<file path="config.mk">
export PLATFORM = sky130hd
export DESIGN_NAME = div
export DESIGN_NICKNAME = d
export VERILOG_FILES = /design/src/rtl/div.sv
export SDC_FILE = /design/constraint.sdc
export NUM_CORES = 1
export LEC_CHECK = 0
export CAP_MARGIN = 20
export CORE_UTILIZATION = 30
export CTS_CLUSTER_SIZE = 16
export DETAILED_ROUTE_END_ITERATION = 16
export PLACE_DENSITY_LB_ADDON = 0.12
export SYNTH_ARGS = -nofsm -noshare
export SYNTH_HDL_FRONTEND = slang
export SYNTH_SLANG_ARGS = --single-unit
</file>
<file path="constraint.sdc">
create_clock -name clk -period 4.8 [get_ports clk]
set_input_delay 0.96 -clock clk [delete_from_list [all_inputs] [get_ports clk]]
set_output_delay 0.96 -clock clk [all_outputs]
set_load 0.05 [all_outputs]
</file>
<file path="src/rtl/div.sv">
// Multi-cycle 32-bit signed/unsigned restoring divider with annul support.
// Result is {remainder, quotient}; divide-by-zero returns zero after two edges.
module div (
    input  logic        clk,
    input  logic        reset_n,
    input  logic        signed_div_i,
    input  logic [31:0] opdata1_i,
    input  logic [31:0] opdata2_i,
    input  logic        start_i,
    input  logic        annul_i,
    output logic [63:0] result_o,
    output logic        ready_o
);

    typedef enum logic [1:0] {
        S_FREE   = 2'd0,
        S_BYZERO = 2'd1,
        S_ON     = 2'd2,
        S_END    = 2'd3
    } state_t;

    state_t      r_state;
    logic [5:0]  r_cnt;
    logic [64:0] r_work;
    logic [31:0] r_divisor;
    logic        r_neg_q;
    logic        r_neg_r;

    logic [33:0] w_diff;
    logic [31:0] w_quot;
    logic [31:0] w_rem;

    // Magnitude of a two's-complement operand; 0x80000000 maps to itself.
    function automatic logic [31:0] f_abs(input logic signed [31:0] v, input logic en);
        logic signed [31:0] neg;
        neg = -v;
        return (en && v[31]) ? 32'(neg) : 32'(v);
    endfunction

    function automatic logic [31:0] f_neg_if(input logic signed [31:0] v, input logic en);
        logic signed [31:0] neg;
        neg = -v;
        return en ? 32'(neg) : 32'(v);
    endfunction

    // Partial remainder in [64:32] shifted left with the next dividend bit [31].
    assign w_diff = {r_work[64:32], r_work[31]} - {2'b00, r_divisor};
    assign w_quot = r_work[31:0];
    assign w_rem  = r_work[63:32];

    always_ff @(posedge clk or negedge reset_n) begin
        if (!reset_n) begin
            r_state   <= S_FREE;
            r_cnt     <= 6'd0;
            r_work    <= 65'd0;
            r_divisor <= 32'd0;
            r_neg_q   <= 1'b0;
            r_neg_r   <= 1'b0;
            result_o  <= 64'd0;
            ready_o   <= 1'b0;
        end else begin
            case (r_state)
                S_FREE: begin
                    ready_o  <= 1'b0;
                    result_o <= 64'd0;
                    if (start_i && !annul_i) begin
                        if (opdata2_i == 32'd0) begin
                            r_state <= S_BYZERO;
                        end else begin
                            r_state   <= S_ON;
                            r_cnt     <= 6'd0;
                            r_work    <= {33'd0, f_abs(opdata1_i, signed_div_i)};
                            r_divisor <= f_abs(opdata2_i, signed_div_i);
                            r_neg_q   <= signed_div_i & (opdata1_i[31] ^ opdata2_i[31]);
                            r_neg_r   <= signed_div_i & opdata1_i[31];
                        end
                    end
                end
                S_BYZERO: begin
                    r_state  <= S_END;
                    ready_o  <= 1'b1;
                    result_o <= 64'd0;
                end
                S_ON: begin
                    if (annul_i) begin
                        r_state  <= S_FREE;
                        ready_o  <= 1'b0;
                        result_o <= 64'd0;
                    end else if (r_cnt != 6'd32) begin
                        // Negative difference: restore by shifting only, quotient bit 0.
                        if (w_diff[33]) begin
                            r_work <= {r_work[63:0], 1'b0};
                        end else begin
                            r_work <= {w_diff[32:0], r_work[30:0], 1'b1};
                        end
                        r_cnt <= r_cnt + 6'd1;
                    end else begin
                        result_o <= {f_neg_if(w_rem, r_neg_r), f_neg_if(w_quot, r_neg_q)};
                        ready_o  <= 1'b1;
                        r_state  <= S_END;
                    end
                end
                S_END: begin
                    if (!start_i) begin
                        r_state  <= S_FREE;
                        ready_o  <= 1'b0;
                        result_o <= 64'd0;
                    end
                end
                default: begin
                    r_state  <= S_FREE;
                    ready_o  <= 1'b0;
                    result_o <= 64'd0;
                end
            endcase
        end
    end

endmodule

</file>
==> impl_metrics.toml, run 1 <==
[logic_synthesis]
synthAdderAreaFrac_pct = 4.96
async_flop_share_pct = 100
syn_inst = 1354
ys_top_cells_by_area = "dfrtp_1, o21ai_0, nand2_1, xor2_1, xnor2_1"
synth_largest_area_cell = "dfrtp_1"
syn_area_sq_mm = 0.0113
netlist.area_leader.share_pct = 38.2
synth_compound_area_share_pct = 21.9
synth_area_per_cell_sq_um = 8.32
syn_nets = 1467
synth_edf_count = 0
ys_ff_latch = 172
synth_top_family_by_area = "compound AO/OA/AOI/OAI gates"
seq_area_frac_synth_pct = 38.2
yosysWarnings = 0
yosys.area_share.simple_pct = 17.4
ys_types = 60
muxShareOfSynthArea_pct = 2.32
ys.flop_type = "dfrtp_1"
synth-xor-area-share_pct = 11.2

[layout]
final_common_cell = "nand2_1"
most-common-layout-cells = "nand2_1, o21ai_0, dfrtp_1"
final_cell_area_sq_mm = 0.0138
drive_gt1_share_pct = 4.94
final_cells = 1946
multi_input_area_sq_mm = 0.00654
nets = 1579
fin_util_pct = 37.5
fill_cells = 3830
regArea_sq_mm = 0.00430
antenna_cells = 0
area_delta_synth_final_pct = 22.3

[global_route]
grt_pass1_vias = 9367
globalRouteTotalUtil_pct = 16.7
grt_pass1_wl_um = 50600
antenna_found_initial = 0
grt-ovfl-total = 0
grt_max_degree = 108

[routing]
firstDrtPassIters = 5
wire_per_inst_um = 16.2
routed-via-count = 9714
initialDrtViolationCount = 496
drc = 0
vias_per_cell = 4.99
ant_nets = 0
routed_wl_um = 31500

[timing]
setup_viol = 0
max_freq_mhz = 252
finalHoldViolCount = 0
rsz0062_at_grt = "false"
tightest_slew_ns = 0.974
finalClockSkew_ns = 0.0129
max_slew_margin_pct = 35.1
min_period_ns = 3.97
finalSetupTns_ns = 0
finalCritPeriodShare_pct = 82.8
maxSlewViolCount = 0

[power_and_ir_drop]
switching_share_pct = 43.9
combPwrFrac_pct = 47.1
seq_power_share_pct = 32.0
internal_power_w = 0.00397
peakVddDrop_v = 0.000237
cellLeakagePower_nw = 5.81
p_clk_share_pct = 20.9
power.density_mw_per_mm2 = 513
p_sw_w = 0.00310
power_w = 0.00707

[floorplanning]
die_h_um = 196
initial_core_util_pct = 30.6
num_rows = 70
die_x_um = 196
pin_count = 134
core_area_sq_mm = 0.0368
die_area_sq_mm = 0.0383

[placed_design]
placed_area_sq_mm = 0.0132
place_inst = 1915
dp_hpwl_um = 23800
io_buffer_count = 133
gp_congestion = 0.789

[status]
outcome = "complete, no violations"

[clock_network]
clock_path_buffers = 2
clk_pin_slew_ns = 0.06
numCtsBuffers = 17
htreeDepth = 4
postCtsResizedCells = 0
cts-hold-fix-buffers = 0
clock_sinks = 172
clock_latency_ns = 0.44
cts_root_buf = "clkbuf_16"
post_cts_buffers = 0
cts_tree = "yes"

[setup_path]
critPathKind = "reg -> reg"
critPathMaxFanout = 21
start_kind = "flip-flop"
end_kind = "flip-flop"
worstPathRequired_ns = 5.11
cp_data_arrival_time_ns = 4.29

[run]
maxCapViolCount = 0

[min_path]
hold_path_class = "reg -> reg"
==> power by group through the flow <==
| stage | clock, W | combinational [W] | sequential [W] |
|---|---|---|---|
| global route | 0.00157 | 0.00373 | 0.00234 |
| detailed placement | 0 | 0.00337 | 0.00230 |
| finish | 0.00147 | 0.00333 | 0.00226 |
| global placement | 0 | 0.00335 | 0.00229 |
| floorplan | 0 | 0.00204 | 0.00255 |
| CTS | 0.00152 | 0.00338 | 0.00227 |
==> synthesized netlist by cell type, types with 12 or more instances <==
library cell / number
nand2_1: 206
nor2_1: 94
ha_1: 43
nor3_1: 24
a21oi_1: 107
xnor2_1: 66
o21ai_0: 186
xor2_1: 78
or3_1: 24
o31ai_1: 22
o41ai_1: 15
clkbuf_1: 48
mux2i_1: 25
a21o_1: 16
dfrtp_1: 172
or4_1: 12
inv_1: 55
==> path summary, 6_finish.rpt <==
path | from | endpoint | slack, ns | cells after the start
min in group asynchronous | reset_n | result_o[2]$_DFFE_PN0P_ | 0.51 | 1
hold / removal | result_o[10]$_DFFE_PN0P_ | result_o[10]$_DFFE_PN0P_ | 0.48 | 2
hold reg to reg | result_o[10]$_DFFE_PN0P_ | result_o[10]$_DFFE_PN0P_ | 0.48 | 2
setup reg to reg | r_work[40]$_DFFE_PN0P_ | r_work[59]$_DFFE_PN0P_ | 0.83 | 12
max in group asynchronous | reset_n | r_divisor[10]$_DFFE_PN0P_ | 3.23 | 2
setup / recovery | r_work[40]$_DFFE_PN0P_ | r_work[59]$_DFFE_PN0P_ | 0.83 | 12
==> logic make-up (layout without fill, tap and decap cells) <==
kind of cell / Yosys count / count (layout)
AND/OR/NAND/NOR: 434 / 434
AO/OA/AOI/OAI: 418 / 418
flip-flops: 172 / 172
XOR/XNOR: 144 / 144
buffers and inverters: 116 / 240
adder cells (fa/ha/maj): 44 / 44
multiplexers: 26 / 26
==> flip-flops by register name (all words and copies together), names as in the netlist <==
register / cells
ready_o: 1
r_neg_r: 1
r_cnt: 6
r_state: 2
r_neg_q: 1
result_o: 64
r_work: 65
r_divisor: 32
==> metal layers <==
metal  global-route usage (%)  up-vias  share of wire (%)
met3                     2.18       26                2.7
met4                     5.32        0                1.5
li1                         -     4991                  -
met5                        0        -                  0
met1                     22.1     4534                 48
met2                     28.2      163                 47
==> layout make-up <==
type                            count  share of cell area, %
Clock buffer                       18                   3.19
Clock inverter                     13                   1.26
Inverter                           55                   1.50
Multi-Input combinational cell   1066                   47.5
Sequential cell                   172                   31.2
Tap cell                          468                   4.25
Timing Repair Buffer              154                   11.1
==> critical path, cell delays in order (launching register included) <==
cell       delay, ns
dfrtp_1         0.52
ha_1            0.43
and4_1          0.25
and3_1          0.18
a21boi_1        0.24
nand2b_1        0.16
a211oi_2        0.40
o31ai_1         0.27
a2111oi_4       0.44
xnor2_2         0.17
buf_4           0.39
mux2i_1         0.30
o21ai_0         0.10
==> metrics by stage <==
step / hold WS [ns] / setup WS (ns)
finish: 0.478 / 0.826
global route: 0.504 / 0.672
CTS: 0.488 / 0.829
detailed placement: 0.473 / 0.532
global placement: 0.462 / 0.579
floorplan: 0.450 / 1.53
(Power assumes the default switching activity.)
==> run 2: changes to the inputs <==
==> constraint.sdc (replaced) <==
create_clock -name clk -period 3.2 [get_ports clk]
set_input_delay 0.64 -clock clk [delete_from_list [all_inputs] [get_ports clk]]
set_output_delay 0.64 -clock clk [all_outputs]
set_load 0.05 [all_outputs]
==> impl_metrics.toml, run 2 (synthesized netlist as in run 1, its figures left out) <==
[global_route]
globalRouteTotalUtil_pct = 17.6
grt-ovfl-total = 0
grt_max_degree = 61
grt_pass1_vias = 9986
grt_pass1_wl_um = 53600
antenna_found_initial = 0

[setup_path]
crit_family = "compound AO/OA/AOI/OAI gates"
cp.buffers_inverters = 2
start_kind = "flip-flop"
critPathMaxStageDelay_ns = 0.41
critPathMaxFanout = 5
worstPathRequired_ns = 3.51
path_cells = "ha_1 -> a21oi_2 -> o21ai_1 -> a221o_1 -> a31oi_2 -> o31ai_4 -> a2111oi_4 -> buf_6 -> xnor2_4 -> clkbuf_16 -> mux2i_1 -> o21ai_0"
critPathKind = "reg -> reg"
r2r_slack_ns = 0.14
crit_slowest_cell = "dfrtp_1"
rr_worst_depth = 12
end_kind = "flip-flop"
r2r-end = "r_work[45]$_DFFE_PN0P_"
reg2reg_from = "r_work[51]$_DFFE_PN0P_"
cp_data_arrival_time_ns = 3.37

[clock_network]
numCtsBuffers = 17
cts-hold-fix-buffers = 0
clk_pin_slew_ns = 0.07
htreeDepth = 4
cts_root_buf = "clkbuf_16"
cts_tree = "yes"
clock_sinks = 172
clock_latency_ns = 0.44
clock_path_buffers = 2

[power_and_ir_drop]
power.density_mw_per_mm2 = 736
peakVddDrop_v = 0.000353
power_w = 0.0112
cellLeakagePower_nw = 6.64

[floorplanning]
num_rows = 70
pin_count = 134
die_h_um = 196
core_area_sq_mm = 0.0368
initial_core_util_pct = 30.6
die_area_sq_mm = 0.0383
die_x_um = 196

[timing]
maxSlewViolCount = 0
rsz0062_at_grt = "true"
max_freq_mhz = 327
finalHoldViolCount = 0
min_period_ns = 3.06
tightest_slew_ns = 0.608
layout_setup_ws_ns = 0.144
setup_viol = 0
max_slew_margin_pct = 59.3
finalClockSkew_ns = 0.0117
finalCritPeriodShare_pct = 95.5
finalSetupTns_ns = 0

[placed_design]
io_buffer_count = 133
gp_congestion = 0.836
dp_hpwl_um = 25900
dp_slack_ns = -0.205
place_inst = 2061

[routing]
ant_nets = 0
drc = 0
vias_per_cell = 4.91
wire_per_inst_um = 15.8
routed-via-count = 10320
routed_wl_um = 33100
firstDrtPassIters = 5
initialDrtViolationCount = 635

[status]
outcome = "complete, no violations"

[run]
maxCapViolCount = 0

[layout]
drive_gt1_share_pct = 15.9
top_regs = "r_work (65), result_o (64), r_divisor (32)"
nets = 1732
most-common-layout-cells = "nand2_1, o21ai_0, dfrtp_1"
top_register = "r_work"
antenna_cells = 0
final_cells = 2100
area_delta_synth_final_pct = 35.2
final_common_cell = "nand2_1"
largest_register_ffs = 65

[min_path]
hold_path_class = "in -> async"
-- run 2: cell count changes in the layout (fill, tap and decap cells not counted), moves of 4 or more --
| cell | delta |
|---|---|
| buf_6 | +4 |
| o21ai_1 | +8 |
| buf_12 | +5 |
| ha_1 | -5 |
| buf_4 | +143 |
| inv_1 | -6 |
| inv_2 | +6 |
| o21ai_0 | -8 |
| ha_4 | +4 |
-- run 2: how the worst max path moves through the flow --
stage	cells after the start	to	slack, ns	from
2_1_floorplan	12	r_work[34]$_DFFE_PN0P_	0.004	r_work[39]$_DFFE_PN0P_
4_1_cts	12	r_work[34]$_DFFE_PN0P_	-0.006	r_work[32]$_DFFE_PN0P_
3_5_place_dp	12	r_work[64]$_DFFE_PN0P_	-0.20	opdata2_i[5]
5_1_grt	13	r_work[50]$_DFFE_PN0P_	-0.04	r_divisor[0]$_DFFE_PN0P_
6_report	12	r_work[45]$_DFFE_PN0P_	0.14	r_work[51]$_DFFE_PN0P_
3_3_place_gp	12	r_work[64]$_DFFE_PN0P_	-0.15	opdata2_i[27]
-- run 2: layer usage --
metal / up-vias / routed length [um] / GRT usage (%)
li1: 5301 / - / -
met1: 4855 / 15900 / 23.6
met2: 144 / 15900 / 30.1
met3: 20 / 955 / 2.20
met4: 0 / 323 / 4.28
met5: - / 0 / 0
-- run 2: layout make-up --
class	instances	area, sq um
Multi-Input combinational cell	1066	6750
Timing Repair Buffer	307	2770
Sequential cell	172	4300
Clock inverter	13	165
Clock buffer	19	443
Inverter	55	206
Fill cell	3801	21600
Tap cell	468	586
-- run 2: where the power goes --
part / total, W / switching [W] / internal (W)
Sequential: 0.00332 / 0.000532 / 0.00279
Clock: 0.00219 / 0.000930 / 0.00126
Combinational: 0.00569 / 0.00342 / 0.00228
-- run 2: timing repair --
item | 4_1_cts | 5_1_grt
buffers inserted | 2 | 4
gates resized for setup | 11 | 40
cloned | 0 | 1
endpoints found under the setup margin | 21 | 35
hold endpoints to repair | 0 | 0
pin swaps | 9 | 26
-- run 2: through the flow --
step	hold WS (ns)	utilization, %	instance area, sq um
after global routing	0.206	41.4	15200
after detailed placement	0.471	38.9	14300
after CTS	0.197	40.8	15000
after floorplan	0.344	-	11300
final	0.173	41.4	15200
after global placement	0.464	38.9	14300
==> run 3: changes to the inputs <==
--- a/config.mk
+++ b/config.mk
@@ -5,8 +5,10 @@
 export SDC_FILE = /design/constraint.sdc
 export NUM_CORES = 1
 export LEC_CHECK = 0
+export ABC_AREA = 0
 export CAP_MARGIN = 20
-export CORE_UTILIZATION = 30
+export CORE_MARGIN = 2
+export CORE_UTILIZATION = 29
 export CTS_CLUSTER_SIZE = 16
 export DETAILED_ROUTE_END_ITERATION = 16
 export PLACE_DENSITY_LB_ADDON = 0.12
==> impl_metrics.toml, run 3 (synthesized netlist as in run 1, its figures left out) <==
[floorplanning]
core_area_sq_mm = 0.0385
die_x_um = 201
die_area_sq_mm = 0.0404
initial_core_util_pct = 29.3
num_rows = 72
die_h_um = 201
pin_count = 134

[routing]
ant_nets = 0
firstDrtPassIters = 6
routed_wl_um = 33700
initialDrtViolationCount = 473
vias_per_cell = 4.80
wire_per_inst_um = 15.6
drc = 0
routed-via-count = 10370

[layout]
top_regs = "r_work (65), result_o (64), r_divisor (32)"
drive_gt1_share_pct = 15.8
area_delta_synth_final_pct = 35.5
largest_register_ffs = 65
final_common_cell = "nand2_1"
final_cells = 2160
top_register = "r_work"
most-common-layout-cells = "nand2_1, dfrtp_1, buf_4"
fin_util_pct = 39.7
final_cell_area_sq_mm = 0.0153
nets = 1742
antenna_cells = 0

[clock_network]
clock_path_buffers = 2
cts_tree = "yes"
clock_sinks = 172
htreeDepth = 4
cts-hold-fix-buffers = 0
clock_latency_ns = 0.45
cts_root_buf = "clkbuf_16"
numCtsBuffers = 17
clk_pin_slew_ns = 0.07

[setup_path]
start_kind = "flip-flop"
reg2reg_from = "r_work[51]$_DFFE_PN0P_"
crit_start = "r_work[51]$_DFFE_PN0P_"
critPathKind = "reg -> reg"
cp.buffers_inverters = 2
worstPathRequired_ns = 3.53
path_cells = "ha_1 -> a21oi_1 -> o21ai_0 -> a221o_1 -> a31oi_2 -> o31ai_4 -> a2111oi_4 -> buf_4 -> xnor2_4 -> buf_6 -> mux2i_2 -> o21ai_1"
end_kind = "flip-flop"
critPathMaxStageDelay_ns = 0.41
cp_data_arrival_time_ns = 3.49
crit_slowest_cell = "dfrtp_1"
critPathMaxFanout = 7
crit_family = "compound AO/OA/AOI/OAI gates"

[power_and_ir_drop]
peakVddDrop_v = 0.000313
power.density_mw_per_mm2 = 727
seq_power_share_pct = 29.8
internal_power_w = 0.00620
switching_share_pct = 44.2
combPwrFrac_pct = 52.0
cellLeakagePower_nw = 6.65
p_clk_share_pct = 18.2
p_sw_w = 0.00490

[placed_design]
gp_congestion = 0.846
dp_hpwl_um = 26100
placed_area_sq_mm = 0.0145
io_buffer_count = 133
place_inst = 2122

[timing]
min_period_ns = 3.16
maxSlewViolCount = 0
max_freq_mhz = 316
rsz0062_at_grt = "true"
finalCritPeriodShare_pct = 98.8
finalClockSkew_ns = 0.00971
max_slew_margin_pct = 52.3
finalHoldViolCount = 0
setup_viol = 0
tightest_slew_ns = 0.706
hold_slack_ns = 0.168

[global_route]
grt-ovfl-total = 0
antenna_found_initial = 0
grt_pass1_vias = 10179
grt_max_degree = 65
globalRouteTotalUtil_pct = 16.8
grt_pass1_wl_um = 54500

[status]
outcome = "complete, no violations"

[run]
maxCapViolCount = 0

[min_path]
hold_path_class = "in -> async"
[run 3: cell types whose count changed in the layout (fill, tap and decap cells not counted), sizes merged]
cell | before | now
inv | 58 | 57
clkinvlp | 1 | 3
clkbuf | 20 | 19
bufinv | 3 | 1
clkinv | 6 | 8
buf | 174 | 184
[run 3: power groups by stage]
stage / clock [W] / combinational (W) / sequential (W)
global placement: 0 / 0.00572 / 0.00334
CTS: 0.00209 / 0.00579 / 0.00332
floorplan: 0 / 0.00306 / 0.00382
finish: 0.00202 / 0.00577 / 0.00331
global route: 0.00217 / 0.00640 / 0.00341
detailed placement: 0 / 0.00576 / 0.00335
[run 3: metal layers]
| metal | global-route usage, % | share of wire, % | vias to the layer above | wire, um |
|---|---|---|---|---|
| met5 | 0 | 0 | - | 0 |
| met4 | 5.26 | 2.0 | 0 | 685 |
| met3 | 2.19 | 2.7 | 35 | 899 |
| met2 | 28.0 | 47 | 170 | 15900 |
| met1 | 22.7 | 48 | 4837 | 16200 |
| li1 | - | - | 5328 | - |
[run 3: through the flow]
| step | TNS, ns | setup WS (ns) | power [W] |
|---|---|---|---|
| after CTS | -0.403 | -0.0619 | 0.0112 |
| after global placement | -6.73 | -0.231 | 0.00906 |
| after global routing | -1.72 | -0.133 | 0.0120 |
| after detailed placement | -8.17 | -0.177 | 0.00911 |
| final | 0 | 0.0384 | 0.0111 |
| after floorplan | 0 | 0.00369 | 0.00688 |
[run 3: timing repair]
item | CTS | global route
gates cloned | 1 | 0
buffers inserted | 5 | 0
endpoints found under the hold margin | 0 | 0
pin swaps | 10 | 13
endpoints found under the setup margin | 34 | 34
gates resized for setup | 27 | 31
[run 3: worst paths after layout]
check                                                 to  slack (ns)  cells after the start
worst min-delay path             result_o[2]$_DFFE_PN0P_        0.17                      1
worst min register to register   result_o[9]$_DFFE_PN0P_        0.47                      2
min in group clk                 result_o[9]$_DFFE_PN0P_        0.47                      2
max in group asynchronous       r_divisor[3]$_DFFE_PN0P_        2.26                      2
worst max-delay path              r_work[54]$_DFFE_PN0P_        0.04                     12
worst max register to register    r_work[54]$_DFFE_PN0P_        0.04                     12
[run 3: final cells by class]
| cell class | count | area [sq um] |
|---|---|---|
| Fill cell | 4008 | 23200 |
| Multi-Input combinational cell | 1066 | 6690 |
| Sequential cell | 172 | 4300 |
| Timing Repair Buffer | 317 | 2870 |
| Tap cell | 518 | 648 |
| Clock buffer | 18 | 429 |
| Inverter | 55 | 206 |
| Clock inverter | 14 | 121 |
[run 3: worst register-to-register path: cells and delay by family (launching register included)]
family	cells	cell delay (ns)
flip-flops	1	0.41
AO/OA/AOI/OAI	7	1.49
adder cells (fa/ha/maj)	1	0.35
multiplexers	1	0.21
buffers and inverters	2	0.40
XOR/XNOR	1	0.17
==> RTL edit, RTL diff (config.mk and constraints of run 3) <==
The 4 states of `state_t` get a Gray code encoding in 2 bits.
--- a/src/rtl/div.sv
+++ b/src/rtl/div.sv
@@ -14,8 +14,8 @@
 
     typedef enum logic [1:0] {
-        S_FREE   = 2'd0,
-        S_BYZERO = 2'd1,
-        S_ON     = 2'd2,
-        S_END    = 2'd3
+        S_FREE   = 2'b00,
+        S_BYZERO = 2'b01,
+        S_ON     = 2'b11,
+        S_END    = 2'b10
     } state_t;
 
Check against the original RTL: no difference found for any inputs over 4 cycles, from zero or initial values and one cycle with reset_n low; so few cycles prove little.
==> RTL edit against run 3 <==
- count of clock-buffer cells in the layout stayed put
- setup slack better by 0.11 ns
- worst hold slack worse by 0.083 ns
- critical endpoint is now r_work[64]
- final area is 1.9% lower
- sequential cell count stayed put
- power is 0.73% higher
- synthesized area is 1.7% higher
- routed wire length is 2.6% higher
- critical path depth stayed put
==> RTL edit: results (changes against run 3) <==
worst_setup_path:
  crit_start: "r_work[31]"
  worstReg2RegEnd: "r_work[64]"
  crit-reg2reg-launch: "r_work[31]"
  cp.arrival_ns: 3.42  # -0.07 ns
  critPathMaxFanout: 3  # -4
  reg2regPathDepth: 12  # unchanged
  rrSetupSlack_ns: 0.15  # +0.11 ns
  crit_path_end: "r_work[64]"
  critPathCaptureType: "register"
synth:
  synth.avg_cell_area_um2: 8.34  # +0.25%
  synthTopCellsByCount: "nand2_1 (221), dfrtp_1 (172), o21ai_0 (164)"
  synth-async-reset-ratio: 1.00  # unchanged
  synthTopCellsByArea: "dfrtp_1 (38%), nand2_1 (7.2%), o21ai_0 (7.2%), xor2_1 (6.7%), ha_1 (4.2%)"
  synth_fp_nets: 1481  # +0.95%
  synth_cell_types: 68  # +13%
  ys.warnings.count: 0  # unchanged
  ys_seq_area_frac: 0.376  # -0.00622
grt:
  grt_use_met3: 0.0262  # +0.00425
  grt_max_degree: 65  # unchanged
  global_route.usage.met2: 0.279  # -0.000672
  grt_util_all_layers: 0.170  # +0.00195
  grt_use_met1: 0.237  # +0.0100
  grt_first_pass_wirelength_mm: 56.3  # +3.3%
  first_global_vias: 10300  # +1.6%
timing:
  fin_skew_ns: 0.0153  # +0.00560 ns
  slew_headroom: 0.317  # -0.206
route:
  drt_first_iter_violations: 472  # -0.21%
  drt-pass1-iter-count: 5  # -1
  wl_mm: 34.6  # +2.6%
  viasPerCell: 4.96  # +3.3%
clock_network:
  clock_latency_ns: 0.44
  clk_path_buf_depth: 2  # unchanged
  cts_root_buf: "clkbuf_16"
pwr:
  ir_drop_mv: 0.307  # -1.7%
  leakage_nw: 6.45  # -3.1%
placement:
  placedCellCount: 2100  # -1.0%
  port_buffers: 133  # unchanged
  hpwl_mm: 26.4  # +1.2%
  gp_congestion: 0.875  # +3.5%
  place_area_um2: 14300  # -1.3%
finish:
  final_nets: 1713  # -1.7%
  final_cells: 2136  # -1.1%
  final_layout_size_suffix_gt1_frac: 0.133  # -0.0248
  fillerInstances: 4033  # +0.62%
status:
  status: "finished, final reports clean"
[RTL edit: area by class of cell]
type | instances | share of cell area
multi-input cells | 1074 | 0.445
flip-flops and latches | 172 | 0.288
repair buffers | 285 | 0.171
well taps | 518 | 0.0433
clock buffers | 18 | 0.0287
inverters | 55 | 0.0138
clock inverters | 14 | 0.0108
[RTL edit: timing repair]
action	CTS	global route
endpoints found under the setup margin	14	34
setup buffers	0	4
pin swaps	0	9
endpoints found under the hold margin	0	0
resized for setup	2	11
[RTL edit: worst min-delay path by stage]
stage | cells past startpoint | startpoint | slack, ns | to
6_report | 1 | reset_n | 0.08 | r_work[8]
5_1_grt | 1 | reset_n | 0.08 | r_work[8]
3_5_place_dp | 2 | result_o[13] | 0.47 | result_o[13]
4_1_cts | 1 | reset_n | 0.07 | r_work[8]
2_1_floorplan | 0 | reset_n | 0.34 | r_cnt[0]
3_3_place_gp | 2 | result_o[21] | 0.47 | result_o[21]
[RTL edit: layer usage]
| layer | routed length [um] | part of all wire |
|---|---|---|
| met3 | 1290 | 0.037 |
| met2 | 16000 | 0.46 |
| met4 | 433 | 0.013 |
| met1 | 16900 | 0.49 |
| met5 | 0 | 0 |
[RTL edit: worst max-delay path, stage by stage (launching register included)]
cell and delay, ns:
dfrtp_1 0.38, inv_1 0.10, ha_4 0.14, inv_1 0.05, fa_2 0.43, a211oi_4 0.31, o211ai_1 0.17, a221oi_2 0.33
o21a_1 0.21, o21ai_1 0.11, a31o_2 0.25, or4_1 0.41, nand3_1 0.08
[RTL edit: metrics by stage]
step | setup slack, ns | util | hold WS, ns
floorplan | 0.236 | - | 0.344
global placement | -0.214 | 0.368 | 0.466
detailed placement | -0.269 | 0.368 | 0.470
CTS | 0.00906 | 0.384 | 0.0734
global route | 0.00692 | 0.385 | 0.0809
finish | 0.153 | 0.385 | 0.0847
[RTL edit: cells by family (layout without fill, tap and decap cells)]
family,Yosys count,count (layout),share of synthesized area
compound gates,434,434,0.233
mux,10,10,0.00874
simple gates,453,453,0.184
flops,172,172,0.376
buf+inv,127,372,0.0492
xor+xnor,138,138,0.106
fa+ha+maj,39,39,0.0433
[RTL edit: power breakdown]
part / switching, W / internal [W]
Sequential: 0.000476 / 0.00261
Combinational: 0.00342 / 0.00255
Clock: 0.000954 / 0.00117
